$ cat src/rtl/pll_lock_ctrl.sv
// PLL reset sequencer: pulses the PLL reset, qualifies a synchronized lock, then releases downstream reset.
// Optional macro PLL_AUTO_RELOCK_EN: a lock loss in RUN restarts the PLL instead of parking in FAULT.
module pll_lock_ctrl #(
  parameter int PLL_RST_CYCLES      = 16,
  parameter int LOCK_STABLE_CYCLES  = 256,
  parameter int LOCK_TIMEOUT_CYCLES = 65536,
  parameter int RELEASE_DELAY       = 64
) (
  input  logic       clki,
  input  logic       rst_n,
  input  logic       locked,
  input  logic       force_relock,
  output logic       pll_rst,
  output logic       sys_rst_n,
  output logic       ready,
  output logic       lock_lost,
  output logic [7:0] retry_cnt,
  output logic [2:0] state
);

  localparam int CNT_MAX = (PLL_RST_CYCLES > RELEASE_DELAY) ? PLL_RST_CYCLES : RELEASE_DELAY;
  localparam int CNT_W   = $clog2(CNT_MAX + 1);
  localparam int ST_W    = $clog2(LOCK_STABLE_CYCLES + 1);
  localparam int TO_W    = $clog2(LOCK_TIMEOUT_CYCLES + 1);

  localparam logic [CNT_W-1:0] RST_LAST = CNT_W'(PLL_RST_CYCLES - 1);
  localparam logic [CNT_W-1:0] REL_LAST = CNT_W'(RELEASE_DELAY - 1);
  localparam logic [ST_W-1:0]  ST_DONE  = ST_W'(LOCK_STABLE_CYCLES);
  localparam logic [TO_W-1:0]  TO_DONE  = TO_W'(LOCK_TIMEOUT_CYCLES);

  typedef enum logic [2:0] {
    S_RESET_PLL = 3'd0,
    S_WAIT_LOCK = 3'd1,
    S_RELEASE   = 3'd2,
    S_RUN       = 3'd3,
    S_FAULT     = 3'd4
  } state_t;

  state_t           r_state;
  state_t           w_state_nxt;
  logic             r_sync1;
  logic             r_lk;
  logic [CNT_W-1:0] r_cnt;
  logic [CNT_W-1:0] w_cnt_nxt;
  logic [ST_W-1:0]  r_stable;
  logic [ST_W-1:0]  w_stable_nxt;
  logic [TO_W-1:0]  r_timeout;
  logic [TO_W-1:0]  w_timeout_nxt;
  logic [7:0]       r_retry;
  logic             w_retry_inc;
  logic             w_lost;

  always_comb begin
    w_state_nxt   = r_state;
    w_cnt_nxt     = '0;
    w_stable_nxt  = '0;
    w_timeout_nxt = '0;
    w_retry_inc   = 1'b0;
    w_lost        = 1'b0;
    case (r_state)
      S_RESET_PLL: begin
        if (r_cnt == RST_LAST) w_state_nxt = S_WAIT_LOCK;
        else                   w_cnt_nxt   = r_cnt + CNT_W'(1);
      end
      S_WAIT_LOCK: begin
        w_stable_nxt  = r_lk ? (r_stable + ST_W'(1)) : '0;
        w_timeout_nxt = r_timeout + TO_W'(1);
        // Acceptance is checked first so it wins a tie with the timeout.
        if (w_stable_nxt == ST_DONE) begin
          w_state_nxt   = S_RELEASE;
          w_stable_nxt  = '0;
          w_timeout_nxt = '0;
        end else if (w_timeout_nxt == TO_DONE) begin
          w_state_nxt   = S_RESET_PLL;
          w_retry_inc   = 1'b1;
          w_stable_nxt  = '0;
          w_timeout_nxt = '0;
        end
      end
      S_RELEASE: begin
        if (!r_lk) begin
          w_state_nxt = S_RESET_PLL;
          w_retry_inc = 1'b1;
        end else if (r_cnt == REL_LAST) begin
          w_state_nxt = S_RUN;
        end else begin
          w_cnt_nxt = r_cnt + CNT_W'(1);
        end
      end
      S_RUN: begin
        if (!r_lk) begin
          w_lost      = 1'b1;
          w_retry_inc = 1'b1;
`ifdef PLL_AUTO_RELOCK_EN
          w_state_nxt = S_RESET_PLL;
`else
          w_state_nxt = S_FAULT;
`endif
        end
      end
      S_FAULT: w_state_nxt = S_FAULT;
      default: w_state_nxt = S_RESET_PLL;
    endcase

    // A forced relock overrides everything; only a concurrent RUN lock loss still counts as a retry.
    if (force_relock && (r_state != S_RESET_PLL)) begin
      w_state_nxt   = S_RESET_PLL;
      w_cnt_nxt     = '0;
      w_stable_nxt  = '0;
      w_timeout_nxt = '0;
      w_retry_inc   = w_lost;
    end
  end

  always_ff @(posedge clki or negedge rst_n) begin
    if (!rst_n) begin
      r_sync1   <= 1'b0;
      r_lk      <= 1'b0;
      r_state   <= S_RESET_PLL;
      r_cnt     <= '0;
      r_stable  <= '0;
      r_timeout <= '0;
      r_retry   <= 8'd0;
    end else begin
      r_sync1   <= locked;
      r_lk      <= r_sync1;
      r_state   <= w_state_nxt;
      r_cnt     <= w_cnt_nxt;
      r_stable  <= w_stable_nxt;
      r_timeout <= w_timeout_nxt;
      if (w_retry_inc && (r_retry != 8'hFF)) r_retry <= r_retry + 8'd1;
    end
  end

  assign state     = r_state;
  assign pll_rst   = (r_state == S_RESET_PLL);
  assign sys_rst_n = (r_state == S_RUN);
  assign ready     = (r_state == S_RUN);
  assign lock_lost = w_lost;
  assign retry_cnt = r_retry;

endmodule

$ cat config.mk
export PLATFORM = sky130hd
export DESIGN_NAME = pll_lock_ctrl
export DESIGN_NICKNAME = d
export VERILOG_FILES = /design/src/rtl/pll_lock_ctrl.sv
export SDC_FILE = /design/constraint.sdc
export NUM_CORES = 1
export LEC_CHECK = 0
export ABC_AREA = 1
export BUFFER_PORTS_ARGS = -buffer_cell sky130_fd_sc_hd__buf_2
export CAP_MARGIN = 40
export CORE_MARGIN = 8
export CORE_UTILIZATION = 55
export CTS_CLUSTER_DIAMETER = 60
export CTS_CLUSTER_SIZE = 10
export DETAILED_ROUTE_END_ITERATION = 6
export PLACE_DENSITY_LB_ADDON = 0.3
export SLEW_MARGIN = 30
export SYNTH_ARGS = -nofsm -noshare
export SYNTH_HDL_FRONTEND = slang
export SYNTH_SLANG_ARGS = --single-unit
$ cat constraint.sdc
create_clock -name clki -period 4.8 [get_ports clki]
set_clock_uncertainty 0.2 [all_clocks]
set_input_delay 0.24 -clock clki [delete_from_list [all_inputs] [get_ports clki]]
set_output_delay 0.24 -clock clki [all_outputs]
set_load 0.005 [all_outputs]
==> summary.md, run 1 <==
| Metric | Value |
|---|---|
| GR Overflow Total | `0` |
| Most frequent cell after synthesis | `nand2_1` |
| Post-synthesis cell type count | `31` |
| Pwr dens | `approximately 320 nW/um^2` |
| Yosys top cell area share | `approximately 45%` |
| DR iter-0 viols | `160` |
| Io pins | `19` |
| First-pass GRT wire length | `a little over 9 mm` |
| Die H | `approximately 85 microns` |
| Warning count from the yosys run | `0` |
| Setup Viol. Count Final | `0` |
| DIE WIDTH | `84.56 microns` |
| WL per Instance | `around 13 microns` |
| Hold depth | `0` |
| Fill cell count | `roughly 420` |
| Slew Limit Fails | `0` |
| Layout cells sized above 1 | `between 10% and 20%` |
| Peak supply drop | `0.0003066 V` |
| Post-CTS Resized | `0` |
| Core Area | `4629 sq um` |
| Total Routed Length | `between 5 and 6 mm` |
| # port buffers | `18` |
| Largest net degree at the start of global routing | `47` |
| WP data arrival | `between 2 and 2.5 ns` |
| Final TNS setup | `0 ns` |
| Drc violations | `0` |
| Via count | `roughly 2200` |
| FF-to-FF Start | `r_timeout[0]` |
| Gpl congestion | `~0.94` |
| CP Launch Type | `flip-flop` |
| Critical path type | `reg -> reg` |
| Clock Sinks | `46` |
| HP Start | `r_sync1` |
| Ys async rst share | `100.0%` |
| CP Capture Type | `flip-flop` |
| Area grow syn2layout | `11.81%` |
| Sequential area share after synthesis | `between 40% and 50%` |
| Status | `finished, final reports clean` |
| Initial DRT Pass Iterations | `4` |
| Design area | `around 2900 sq um` |
| WHS Endpoint | `r_lk` |
| Tmin final | `2.477 ns` |
| CP Data Required Time | `between 4 and 5 ns` |
| Mean Syn Cell Area | `7.786 sq um` |
| Max Cap Viol | `0` |
| Unrepaired setup endpoints after global routing | `false` |
| Initial antenna violation count | `0` |
| H-Tree Depth | `2` |
| Layout Nets | `between 300 and 400` |
| Worst Tran Pin Value | `between 0.5 and 0.6 ns` |
| Main synth FF type | `dfrtp_1` |
| Final Hold Fails | `0` |
| CTS Buffer Depth | `2` |
| Sequential cell area | `~1200 sq um` |
| Synth cell count leaders | `nand2_1 (79), nor2_1 (54), dfrtp_1 (46)` |
| Placed inst area | `2718 sq um` |
| CP max FO | `26` |
| RR Endpoint | `state[0]` |
| DRT antenna net count | `0` |
| Top cells by area, synth | `dfrtp_1 (45%), nand2_1 (11%), nor2_1 (7.8%), nand3_1 (6.2%), inv_1 (5.1%)` |
| Worst relative slew slack | `61.95%` |
| N_diodes | `0` |
| Number of synthesized register bits | `46` |
| F_max | `between 0.4 and 0.5 GHz` |
| Die ar. | `just over 7000 sq um` |
| Reg-to-reg setup timing slack | `around 2.3 ns` |
| Hold Crit Class | `reg -> reg` |
| Post-synth EDFFs | `0` |
| HPWL after DPL | `3.723 mm` |
| Inserted Clock Buffers | `5` |
| Vias in the first global route | `~2100` |
| Initial Util | `between 50% and 60%` |
| Multi-input combinational cell area | `between 1000 and 1500 sq um` |
| Vias/cell | `~5.3` |
| Row count | `25` |
| Netlist Area Pre-Place | `2585 sq um` |
| Worst R2R Path Depth | `15` |
| Clock transition at path regs | `about 0.090 ns` |
| Root Driver | `clkbuf_8` |
| Final Cycle Share | `about half` |
| Post-CTS Setup Inserts | `0` |
| Clock Latency Late Sink | `slightly below 0.3 ns` |
| Syn Inst Count | `around 330` |
| P_leak | `1.400 nW` |
| Synthesized Nets | `340` |
| Total track usage | `~15%` |
| CTS tree | `done` |
| Cell taking the most area after synthesis | `dfrtp_1` |
[worst max-delay path, cell delays in order (launching register included)]
cell and delay, ns:
dfrtp_1 0.42, ha_1 0.25, nand3_2 0.13, inv_1 0.09, nand2_1 0.09, nand2_1 0.06
nor2_1 0.10, nand3_1 0.07, nor2_1 0.13, nand2_2 0.08, nor2_4 0.11, nand2_2 0.08
nand2_4 0.24, nand2_2 0.15, nand2_1 0.11, o21ai_2 0.06
[logic make-up after synthesis]
logic type / after synthesis / synth area share, %
xor+xnor: 12 / 4.356
fa+ha+maj: 4 / 1.936
buf+inv: 41 / 6.438
simple gates: 206 / 37.12
compound gates: 23 / 5.615
flops: 46 / 44.53
[metrics by stage]
step | hold slack [ns] | instances | utilization [%] | power [mW] | setup WS, ns
after CTS | 0.1659 | 411 | 62.43 | 0.9339 | 2.329
after global placement | 0.1405 | 400 | 58.65 | 0.5736 | 2.467
after detailed placement | 0.08167 | 400 | 58.70 | 0.5798 | 2.338
after floorplan | -0.2556 | 332 | - | 0.5380 | 2.746
after global routing | 0.1611 | 411 | 62.43 | 0.9660 | 2.136
final | 0.1641 | 411 | 62.43 | 0.9261 | 2.323
[sequential cells by signal (all words and copies together) (netlist names)]
register,cells
r_timeout,17
r_stable,9
retry_cnt,8
r_cnt,7
state,3
r_lk,1
r_sync1,1
[repair_timing]
action | 4_1_cts | 5_1_grt
setup endpoints to repair | 0 | 0
hold buffers | 3 | 0
hold endpoints to repair | 48 | 0
[metal layers]
layer	up-vias	track usage (%)	wire, microns
li1	1112	-	-
met1	1027	18.56	2399
met2	37	26.27	2563
met3	9	2.829	145
met4	0	5.016	76
met5	-	0	0
[report_power, final]
group          total, mW  internal (mW)  switching (mW)
logic              0.150         0.0434           0.106
clock network      0.351          0.222           0.129
registers          0.425          0.405          0.0196
total              0.926          0.671           0.255
[layout make-up]
type                    count  area share [%]
inverters                  37           4.805
clock inverters             2           2.078
well taps                  54           2.338
flip-flops and latches     46           39.83
clock buffers               6           2.857
repair buffers             21           4.242
multi-input cells         245           43.85
[worst max path at each step]
stage                            start      endpoint  slack (ns)  cells past startpoint
after floorplan           r_timeout[0]  retry_cnt[6]        2.75                     15
after global placement    r_timeout[0]      state[0]        2.47                     15
after detailed placement  r_timeout[0]      state[0]        2.34                     15
after CTS                 r_timeout[0]      state[0]        2.33                     15
after global routing      r_timeout[0]      state[0]        2.14                     14
final                     r_timeout[0]      state[0]        2.32                     15
[cells in the final DEF (no fill, tap or decap), types with 7 or more instances in the layout]
master / n
dfrtp_1: 46
inv_1: 35
nand4_1: 9
buf_2: 17
nand2_1: 79
a21oi_1: 9
nor2_1: 54
nor3_1: 8
nand3_1: 32
xor2_1: 7
(Power assumes the default switching activity.)
==> run 2: changes to the inputs <==
Settings changed: CORE_UTILIZATION 55 to 54.
Clock period 4.8 ns to 2.1 ns, I/O delays scaled along.
==> run 2 against run 1 <==
The run now ends with negative setup slack left. Non-clock buffer count is 25 higher. Wire length is 11% higher. Sequential power is 130% higher. Critical path depth stayed put. Die area is 1.5% higher. Worst hold slack worse by 0.011 ns. Total power is 130% higher. Design area is 11% higher. First-iteration DRC count is 47% lower. Flip-flop and latch count stayed put. Global-route usage is 1.1 points higher. Critical path type unchanged.
==> summary.md, run 2 (synthesized netlist as in run 1, its figures left out) <==
| Metric | Value |
|---|---|
| Initial antenna violation count | `0` |
| # port buffers | `18` |
| Total power | `about 2.1 mW` |
| Max Cap Viol | `0` |
| Unrepaired setup endpoints after global routing | `true` |
| Final Hold Fails | `0` |
| DIE WIDTH | `approximately 85 microns` |
| Placed inst area | `2855 sq um` |
| Tmin final | `roughly 2.1 ns` |
| Design area | `between 3000 and 4000 sq um` |
| WP data arrival | `2.12 ns` |
| N_diodes | `0` |
| Area grow syn2layout | `23.96%` |
| Pre-CTS WS | `-0.09322 ns` |
| Clock transition at path regs | `around 0.080 ns` |
| CTS tree | `done` |
| CP max FO | `7` |
| CP Data Required Time | `about 2.1 ns` |
| Critical path type | `reg -> reg` |
| Placed insts | `between 400 and 500` |
| Count of non-filler cells in the finished layout | `436` |
| Drc violations | `0` |
| Via count | `around 2300` |
| P_int | `approximately 1.5 mW` |
| Initial DRT Pass Iterations | `4` |
| CP Launch Type | `flip-flop` |
| Die ar. | `between 7000 and 8000 sq um` |
| Layout Nets | `roughly 400` |
| Failing checks | `negative setup slack` |
| DR iter-0 viols | `85` |
| CTS Buffer Depth | `2` |
| Largest net degree at the start of global routing | `47` |
| Layout cells sized above 1 | `about a quarter` |
| Final TNS setup | `-0.5352 ns` |
| Fill cell count | `350` |
| H-Tree Depth | `2` |
| Most frequent cells in the layout | `nand2_1 (73), nor2_1 (46), dfrtp_1 (44)` |
| Vias/cell | `~5.2` |
| Initial Util | `a little under three fifths` |
| Worst Tran Pin Value | `approximately 0.6 ns` |
| Row count | `25` |
| Top reg by flops | `r_timeout` |
| Combinational power share | `between 20% and 30%` |
| Setup Viol. Count Final | `31` |
| Pwr dens | `roughly 660 nW/um^2` |
| Final Hold Slack | `0.1529 ns` |
| Clock network fraction of total power | `30.2%` |
| GR Overflow Total | `0` |
| Most common cell after layout, fill and taps aside | `nand2_1` |
| Fin worst setup slack | `-0.03577 ns` |
| F_max | `0.4682 GHz` |
| HPWL after DPL | `3.886 mm` |
| Seq pwr share | `a little under half` |
| Core Area | `about 4700 sq um` |
| P_leak | `~1.5 nW` |
| Final Cycle Share | `101.7%` |
| Psw | `0.6206 mW` |
| CP Capture Type | `flip-flop` |
| Final core occ | `between 60% and 70%` |
| Net Sw Frac | `between 20 and 30%` |
| Peak supply drop | `0.0003898 V` |
| DRT antenna net count | `0` |
| Slew Limit Fails | `0` |
| Inserted Clock Buffers | `5` |
| First-pass GRT wire length | `9.763 mm` |
| Total Routed Length | `5.764 mm` |
| Hold Crit Class | `reg -> reg` |
| Number of flip-flops in the largest register | `17` |
| Io pins | `19` |
| Clock Latency Late Sink | `approximately 0.29 ns` |
| Clock Sinks | `46` |
| Root Driver | `clkbuf_8` |
| Die H | `approximately 85 microns` |
| Vias in the first global route | `approximately 2300` |
| Status | `finished with violations` |
| Gpl congestion | `approximately 0.9` |
| WL per Instance | `13.22 microns` |
| Worst relative slew slack | `60.69%` |
| Total track usage | `roughly 16%` |
-- run 2: area by class of cell --
| cell class | instances | area [sq um] | share of cell area [%] |
|---|---|---|---|
| multi-input combinational | 245 | 1378 | 42.99 |
| sequential | 46 | 1154 | 36.00 |
| timing repair buffer | 46 | 357.8 | 11.17 |
| inverter | 37 | 141.4 | 4.412 |
| clock buffer | 7 | 76.32 | 2.382 |
| tap | 54 | 67.56 | 2.109 |
| clock inverter | 1 | 30.03 | 0.9371 |
-- run 2: layer usage --
layer / share of wire (%) / track usage (%)
met1: 46 / 20.02
met3: 2.7 / 3.089
met2: 50 / 27.77
met4: 1.8 / 6.149
met5: 0 / 0
-- run 2: timing repair --
item | CTS | global route
resized for setup | 16 | 21
hold endpoints to repair | 48 | 0
cloned | 0 | 1
buffers inserted | 3 | 4
hold buffers | 3 | 0
endpoints found under the setup margin | 36 | 42
pin swaps | 4 | 7
-- run 2: worst max-delay path, stage by stage, from the launching register on --
cell	delay, ns
dfrtp_1	0.39
ha_4	0.17
nand3_4	0.09
nor2_4	0.16
nand2_2	0.10
nand2_2	0.07
nand2_1	0.06
inv_2	0.06
nand2_2	0.05
nor2_2	0.09
nand2_2	0.07
nor2_4	0.11
nand2_2	0.07
nand2_4	0.13
clkbuf_16	0.17
nor2_1	0.04
-- run 2: worst paths after layout --
| path | from | end | slack [ns] | depth (start not counted) |
|---|---|---|---|---|
| max | r_timeout[1] | r_stable[5] | -0.04 | 15 |
| min | r_sync1 | r_lk | 0.15 | 0 |
| max reg2reg | r_timeout[1] | r_stable[5] | -0.04 | 15 |
| min reg2reg | r_sync1 | r_lk | 0.15 | 0 |
| max in group asynchronous | rst_n | r_timeout[3] | 1.04 | 3 |
| min in group asynchronous | rst_n | r_stable[8] | 0.22 | 3 |
-- run 2: power groups by stage --
| stage | sequential [mW] | combinational [mW] | clock, mW |
|---|---|---|---|
| 5_1_grt | 0.968 | 0.574 | 0.686 |
| 3_3_place_gp | 0.974 | 0.416 | 0 |
| 3_5_place_dp | 0.974 | 0.420 | 0 |
| 4_1_cts | 0.958 | 0.451 | 0.654 |
| 6_report | 0.962 | 0.523 | 0.644 |
| 2_1_floorplan | 0.978 | 0.251 | 0 |
